<file path="src/rtl/fake_netlist_bist_pkg.sv">
// Shared types and default constants for the fake-netlist BIST stage.
// Used by fake_netlist_bist_stim and fake_netlist_misr.
package fake_netlist_bist_pkg;

  typedef enum logic [1:0] {
    S_IDLE,
    S_APPLY,
    S_CAPTURE,
    S_DONE
  } bist_state_t;

  localparam int          DEF_IN_W      = 13;
  localparam int          DEF_SIG_W     = 16;
  localparam logic [12:0] DEF_LFSR_POLY = 13'h100D;
  localparam logic [12:0] DEF_LFSR_SEED = 13'h0001;
  localparam logic [15:0] DEF_MISR_POLY = 16'h1021;

endpackage

</file>
<file path="src/rtl/fake_netlist_misr.sv">
// Single-input MISR compactor for the netlist response bit.
// clr has priority over en; en shifts one response bit in.
module fake_netlist_misr
  import fake_netlist_bist_pkg::*;
#(
  parameter int               SIG_W     = DEF_SIG_W,
  parameter logic [SIG_W-1:0] MISR_POLY = DEF_MISR_POLY
) (
  input  logic             clk,
  input  logic             rst,
  input  logic             clr,
  input  logic             en,
  input  logic             din,
  output logic [SIG_W-1:0] sig
);

  logic [SIG_W-1:0] fb;

  assign fb = sig[SIG_W-1] ? MISR_POLY : '0;

  // signature register: clear on run start, shift on capture
  always_ff @(posedge clk or posedge rst) begin
    if (rst) begin
      sig <= '0;
    end else if (clr) begin
      sig <= '0;
    end else if (en) begin
      sig <= {sig[SIG_W-2:0], 1'b0}
           ^ fb
           ^ SIG_W'(din);
    end
  end

endmodule

</file>
<file path="src/rtl/fake_netlist_bist_stim.sv">
// LFSR stimulus / MISR response BIST stage around a fake netlist.
// Build option: FAKE_NETLIST_BIST_ONES_CNT_EN enables ones_count.
module fake_netlist_bist_stim
  import fake_netlist_bist_pkg::*;
#(
  parameter int               IN_W      = DEF_IN_W,
  parameter logic [IN_W-1:0]  LFSR_POLY = DEF_LFSR_POLY,
  parameter logic [IN_W-1:0]  LFSR_SEED = DEF_LFSR_SEED,
  parameter int               SETTLE    = 2,
  parameter int               SIG_W     = DEF_SIG_W,
  parameter logic [SIG_W-1:0] MISR_POLY = DEF_MISR_POLY
) (
  input  logic             clk,
  input  logic             rst,
  input  logic             start,
  input  logic             abort,
  input  logic [15:0]      num_patterns,
  output logic [IN_W-1:0]  stim,
  input  logic             resp,
  output logic             busy,
  output logic             done,
  output logic [SIG_W-1:0] signature,
  output logic [15:0]      ones_count
);

  localparam logic [7:0] SETTLE_LD = 8'(SETTLE);

  bist_state_t     state;
  bist_state_t     state_nxt;
  logic [15:0]     num_lat;
  logic [15:0]     pat_cnt;
  logic [7:0]      settle_cnt;
  logic [IN_W-1:0] lfsr_nxt;
  logic            run_go;
  logic            run_zero;
  logic            cap;
  logic            last;

  assign lfsr_nxt = {stim[IN_W-2:0], ^(stim & LFSR_POLY)};
  assign busy     = (state == S_APPLY) || (state == S_CAPTURE);
  assign done     = (state == S_DONE);

  // state register
  always_ff @(posedge clk or posedge rst) begin
    if (rst) state <= S_IDLE;
    else     state <= state_nxt;
  end

  // next state and per-cycle control strobes
  always_comb begin
    state_nxt = state;
    run_go    = 1'b0;
    run_zero  = 1'b0;
    cap       = 1'b0;
    last      = 1'b0;
    unique case (state)
      S_IDLE: begin
        if (start) begin
          if (num_patterns != 16'd0) begin
            run_go    = 1'b1;
            state_nxt = S_APPLY;
          end else begin
            run_zero  = 1'b1;
            state_nxt = S_DONE;
          end
        end
      end
      S_APPLY: begin
        if (abort)
          state_nxt = S_IDLE;
        else if (settle_cnt == 8'd1)
          state_nxt = S_CAPTURE;
      end
      S_CAPTURE: begin
        if (abort) begin
          state_nxt = S_IDLE;
        end else begin
          cap = 1'b1;
          if (pat_cnt + 16'd1 == num_lat) begin
            last      = 1'b1;
            state_nxt = S_DONE;
          end else begin
            state_nxt = S_APPLY;
          end
        end
      end
      S_DONE: state_nxt = S_IDLE;
      default: state_nxt = S_IDLE;
    endcase
  end

  // pattern source, settle timer and pattern counter
  always_ff @(posedge clk or posedge rst) begin
    if (rst) begin
      stim       <= LFSR_SEED;
      num_lat    <= '0;
      pat_cnt    <= '0;
      settle_cnt <= '0;
    end else if (run_go) begin
      stim       <= LFSR_SEED;
      num_lat    <= num_patterns;
      pat_cnt    <= '0;
      settle_cnt <= SETTLE_LD;
    end else if (state == S_APPLY && !abort) begin
      settle_cnt <= settle_cnt - 8'd1;
    end else if (cap) begin
      pat_cnt <= pat_cnt + 16'd1;
      if (!last) begin
        stim       <= lfsr_nxt;
        settle_cnt <= SETTLE_LD;
      end
    end
  end

  fake_netlist_misr #(
    .SIG_W    (SIG_W),
    .MISR_POLY(MISR_POLY)
  ) u_misr (
    .clk(clk),
    .rst(rst),
    .clr(run_go | run_zero),
    .en (cap),
    .din(resp),
    .sig(signature)
  );

`ifdef FAKE_NETLIST_BIST_ONES_CNT_EN
  // saturating count of captured ones
  always_ff @(posedge clk or posedge rst) begin
    if (rst) begin
      ones_count <= '0;
    end else if (run_go || run_zero) begin
      ones_count <= '0;
    end else if (cap && resp &&
                 ones_count != 16'hFFFF) begin
      ones_count <= ones_count + 16'd1;
    end
  end
`else
  assign ones_count = 16'h0000;
`endif

endmodule
</file>
<file path="config.mk">
export PLATFORM = sky130hd
export DESIGN_NAME = fake_netlist_bist_stim
export DESIGN_NICKNAME = d
export VERILOG_FILES = /design/src/rtl/fake_netlist_bist_pkg.sv /design/src/rtl/fake_netlist_misr.sv /design/src/rtl/fake_netlist_bist_stim.sv
export SDC_FILE = /design/constraint.sdc
export NUM_CORES = 1
export LEC_CHECK = 0
export CAP_MARGIN = 10
export CELL_PAD_IN_SITES_DETAIL_PLACEMENT = 1
export CELL_PAD_IN_SITES_GLOBAL_PLACEMENT = 2
export CORE_MARGIN = 2
export CORE_UTILIZATION = 35
export CTS_CLUSTER_SIZE = 28
export DETAILED_ROUTE_END_ITERATION = 12
export PLACE_DENSITY_LB_ADDON = 0.25
export SYNTH_ARGS = -nofsm -noshare
export SYNTH_HDL_FRONTEND = slang
export SYNTH_SLANG_ARGS = --single-unit
</file>
<file path="constraint.sdc">
create_clock -name clk -period 4.2 [get_ports clk]
set_clock_uncertainty 0.2 [all_clocks]
set_input_delay 1.05 -clock clk [delete_from_list [all_inputs] [get_ports clk]]
set_output_delay 1.05 -clock clk [all_outputs]
set_load 0.05 [all_outputs]
</file>
# ---- Word-level counts from Yosys, hierarchy flattened
# Index checks and enable logic that the tools add are counted.
dict set report op_classes {
  reduce_logical 13
  add_sub_neg 2
  n_bitwise 3
  eq_ne 10
  n_mux 32
}
# cell count
set ops {}
lappend ops {{$mux W16} 5}
lappend ops {{$mux W13} 5}
lappend ops {{$mux W8} 4}
lappend ops {{$add A16 B1 Y16 const B} 1}
lappend ops {{$eq A16 B16 Y1} 1}
lappend ops {{$reduce_bool A16 Y1} 1}
lappend ops {{$xor A16 B1 Y16} 1}
lappend ops {{$xor A16 B16 Y16} 1}
lappend ops {{$reduce_xor A13 Y1} 1}
lappend ops {{$mux W2} 6}
lappend ops {{$mux W1} 11}
lappend ops {{$eq A8 B1 Y1 const B} 1}
lappend ops {{$pmux W2 S4} 1}
lappend ops {{$sub A8 B1 Y8 const B} 1}
lappend ops {{$ne A2 B2 Y1 const B} 3}
lappend ops {{$ne A3 B2 Y1 const B} 2}
lappend ops {{$reduce_and A2 Y1} 3}
lappend ops {{$eq A2 B2 Y1 const B} 2}
lappend ops {{$reduce_bool A2 Y1} 2}
lappend ops {{$reduce_and A3 Y1} 1}
lappend ops {{$reduce_bool A3 Y1} 1}
lappend ops {{$eq A2 B1 Y1 const B} 1}
lappend ops {{$logic_not A2 Y1} 1}
lappend ops {{$logic_and A1 B1 Y1} 1}
lappend ops {{other kinds (3)} 3}
dict set report totals {
  reg_bits 71
  word_cells 66
  inputBits 21
  output_inout_bits 47
}

# ---- Depth between registers and ports, before layout
dict set report depth {
  ltp_word 9
  depth_mapped 11
  depth_no_buf 8
}

# ---- By module
# A second synthesis with hierarchy kept.
dict set report hier_totals {
  hier_cells 411
  hier_area_um2 3976.3
}
# mod seq_area_each_um2 area_per_inst_um2 cells_per_inst n_inst
set modules_own_cells {}
lappend modules_own_cells {fake_netlist_bist_stim 1377.6 3271.9 355 1}
lappend modules_own_cells {fake_netlist_misr 400.4 704.4 56 1}

# ---- Least setup slack after synthesis
# No wires, ideal clock.
dict set report synth_timing {
  kind {register -> register}
  start {register pat_cnt[0]}
  end {register stim[2]}
  setup_slack_ns 1.455
  setup_ns 0.079
  arrival_time_ns 2.465
  path_buffers 3
  period_less_slack_ns 2.745
  stages_incl_launch_ff 12
  cell_sequence {dfrtp_1 -> ha_1 -> and4_1 -> clkbuf_1 -> a311oi_1 -> a31oi_1 -> a2111oi_4 -> o2111a_2 -> nand2b_1 -> buf_6 -> buf_12 -> mux2i_1}
}
dict set report synth_between {
  elab_chain_cells 7
}
# element line
set synth_rtl {}
lappend synth_rtl {{start: declaration} fake_netlist_bist_stim.sv:31} ;# logic [15:0] pat_cnt;
lappend synth_rtl {{start signal: assignment} fake_netlist_bist_stim.sv:107} ;# pat_cnt <= pat_cnt + 16'd1;
lappend synth_rtl {{$add A16 B1 Y16} fake_netlist_bist_stim.sv:79} ;# if (pat_cnt + 16'd1 == num_lat) begin
lappend synth_rtl {{$eq A16 B16 Y1} fake_netlist_bist_stim.sv:79}
lappend synth_rtl {{$mux W1} fake_netlist_bist_stim.sv:79}
lappend synth_rtl {{$mux W1} fake_netlist_bist_stim.sv:75} ;# if (abort) begin
lappend synth_rtl {{$mux W1} fake_netlist_bist_stim.sv:56} ;# unique case (state)
lappend synth_rtl {{$ne A2 B2 Y1 (no source line)} --}
lappend synth_rtl {{$reduce_and A3 Y1 (no source line)} --}
lappend synth_rtl {{end signal: assignment} fake_netlist_bist_stim.sv:109} ;# stim <= lfsr_nxt;
lappend synth_rtl {{end: declaration} fake_netlist_bist_stim.sv:18} ;# output logic [IN_W-1:0] stim,
# No other way between the ends.
# A chain may end at the register's enable or synchronous reset.

# ---- Worst setup path after layout
dict set report layout_timing {
  start {input num_patterns[10]}
  end {register stim[1]}
}
dict set report layout_between {
  elab_chain_cells 6
}
# element line
set layout_rtl {}
lappend layout_rtl {{start: declaration} fake_netlist_bist_stim.sv:17} ;# input logic [15:0] num_patterns,
lappend layout_rtl {{$reduce_bool A16 Y1 *} fake_netlist_bist_stim.sv:59} ;# if (num_patterns != 16'd0) begin
lappend layout_rtl {{$mux W1 *} fake_netlist_bist_stim.sv:59}
lappend layout_rtl {{$mux W1 *} fake_netlist_bist_stim.sv:58} ;# if (start) begin
lappend layout_rtl {{$mux W1 *} fake_netlist_bist_stim.sv:56}
lappend layout_rtl {{$ne A2 B2 Y1 (no source line) / $reduce_bool A2 Y1 (equally long branches)} --}
lappend layout_rtl {{$reduce_and A3 Y1 (no source line)} --}
# Mark *: on every way between the ends. The rest lies on a longest branch, timed or not.

==> reports/results.txt <==
Yosys Warn Count: 0
DIE HEIGHT: 110 um
Syn Area/Cell: 9.02 um2
RSZ-0062 raised after global routing: false
antenna violations before repair: 0
distinct cell type count after synthesis: 56
min Tclk post-route: 3330 ps
Tcrit/Tclk final: 79.3%
largest net degree at the start of global routing: 35
diode count: 0
synthesized area: 3950 um2
area growth from synthesis to layout: 22.7%
Max Slew Vio Count: 0
GRT Util Overall: 18.3%
fin nets: 515
CP required: 4260 ps
CTS resizes: 0
Post-CTS Setup Inserts: 0
Placeable Area: 10900 um2
vias post-DR: 3178
clock latency on the worst-skew pair: 340 ps
PD cells: 578 nW/um2
Final TNS setup: 0 ps
DRC violations left: 0
asr flop ratio synth: 100%
Overflow after GRT: 0
RR Startpoint: pat_cnt[7]$_DFFE_PP0P_
Clock Path Buffers: 2
vias in the first global route: 3287
Post-DP HPWL: 7.52 mm
final wirelength: 10.2 mm
Top Ports: 68
Post-DRT Antenna Nets: 0
VDD IR max: 326 uV
worst setup path startpoint: num_patterns[10]
TritonCTS sink count: 71
Yosys reg bits: 71
Peak Freq: 300 MHz
Hold Path Class: flip-flop to flip-flop
GRT Max-Usage Layer: met2
ys flop type: dfrtp_1
kind of critical path: input pin to flip-flop
DR vias/cell: 5.04
post-DR wirelength/cell: 16.1 um
TritonCTS clock tree: done
Port-buffer cells: 51
Max-Slew Margin vs Limit: 55.5%
global-route wire length before repair: 16.8 mm
min-delay src: num_lat[1]$_DFFE_PP0P_
Post-Place Cell Area: 4530 um2
Worst-path clk slew: 60 ps
Starting Density: 36.1%
CTS Buf Count: 9
endpoints failing hold: 0
root buffer cell: clkbuf_16
Syn Inst Count: 438
Row Count: 38
crit path DAT: 3390 ps
Crit Path Max Fanout: 17
sequential fraction of the synthesis area: 45.0%
GR Util met1: 23.4%
met2 Use GR: 30.5%
max-cap violation count: 0
Pre-Repair DR Iteration Count: 4
Final Power: 2.80 mW
slew of the pin with the lowest slew margin: 661 ps
die width: 110 um
status: finished clean
# setup viols final: 0
hold buffers post-CTS: 0
fraction of layout cells with a size suffix above 1: 6.92%
Placer Congestion: 0.806
M3 GR Usage: 4.29%
CTS H-Tree Depth: 3
Worst setup SP type: input pin
cell area after layout: 4850 um2
leakage: 2.18 nW
first-iteration detailed-routing DRC count: 126
full die area: 12100 um2
EDFF count, synth: 0
Critical Path Sink Type: flip-flop
final timing paths:
check | to | slack [ps] | cells past startpoint
min | num_lat[1]$_DFFE_PP0P_ | 300 | 2
max | stim[1]$_DFFE_PP0P_ | 870 | 7
min reg2reg | num_lat[1]$_DFFE_PP0P_ | 300 | 2
max reg2reg | stim[1]$_DFFE_PP0P_ | 1100 | 8
min in group asynchronous | stim[4]$_DFFE_PP0P_ | 820 | 2
max in group asynchronous | stim[0]$_DFFE_PP1P_ | 2150 | 3
kinds of logic (layout without fill, tap and decap cells):
family / after synthesis / after routing / synth area share, %
AOI/OAI and AO/OA: 60 / 60 / 10.4
xor gates and xnor gates: 37 / 37 / 8.21
adders and majority gates: 8 / 8 / 2.53
buffers and inverters: 47 / 85 / 6.81
DFF: 71 / 71 / 45.0
muxes: 13 / 13 / 3.30
other: 1 / 16 / 0.0950
and+or+nand+nor: 201 / 201 / 23.6
worst max-delay path: stages:
cell and delay, ps:
clkdlybuf4s50_1 420, nor4_1 610, nand4_1 300, nand2_1 430, buf_4 300, nand2_1 100
mux2i_1 150
cell usage in the layout (no fill, tap or decap), types with 8 or more instances in the layout:
master,instances
nand2_1,111
dfrtp_1,70
clkdlybuf4s50_1,51
nor2_1,24
a21oi_1,21
xor2_1,20
xnor2_1,17
conb_1,16
mux2i_1,13
buf_4,12
nor3_1,10
o21ai_0,9
clkbuf_16,9
nand4_1,8
nand3_1,8
ha_1,8
synthesized netlist by cell type, types with 4 or more instances:
cell type    n  area (um2)
or3_1        5        31.3
o22ai_1      4        25.0
a211oi_1     4        30.0
and2_1       6        37.5
buf_2        4        20.0
nor2b_1      4        25.0
mux2i_1     13         130
nand2b_1     4        25.0
nor2_1      24        90.1
xor2_1      20         175
o21ai_0      9        45.0
xnor2_1     17         149
inv_1        6        22.5
buf_4       17         128
and3_1       4        25.0
a21oi_1     21         105
nor4_1       5        31.3
nand2_1    111         417
nand3_1      8        40.0
clkbuf_1    17        63.8
nor3_1      10        50.1
ha_1         8         100
nand4_1      8        50.1
dfrtp_1     70        1750
flip-flops by register name, summed over array words and instances (netlist names):
signal      flops
state           2
settle_cnt      8
stim           13
pat_cnt        16
u_misr.sig     16
num_lat        16
where the power goes:
group	leakage [nW]	switching (mW)	internal, mW
combinational	1.09	0.629	0.380
sequential	0.949	0.156	0.837
clock	0.149	0.290	0.509
total	2.18	1.08	1.73
stage by stage:
step	utilization, %	setup slack (ps)	std cells	hold slack [ps]
2_1_floorplan	-	1160	453	265
3_3_place_gp	41.5	524	615	285
3_5_place_dp	41.5	416	615	286
4_1_cts	44.3	788	631	301
5_1_grt	44.3	714	631	307
6_report	44.3	870	631	298
per-layer routing:
layer / vias to the layer above / part of all wire, %
met3: 11 / 2.8
li1: 1546 / -
met2: 48 / 50
met1: 1573 / 46
met4: 0 / 1.4
met5: - / 0
layout make-up:
class / instances / area, um2
repair buffers: 63 / 601
clock buffers: 14 / 274
multi-input cells: 335 / 1960
inverters: 6 / 22.5
clock inverters: 2 / 37.5
fillers: 1295 / 6090
well taps: 140 / 175
flip-flops and latches: 71 / 1780
Power figures use the tool's default switching activity.
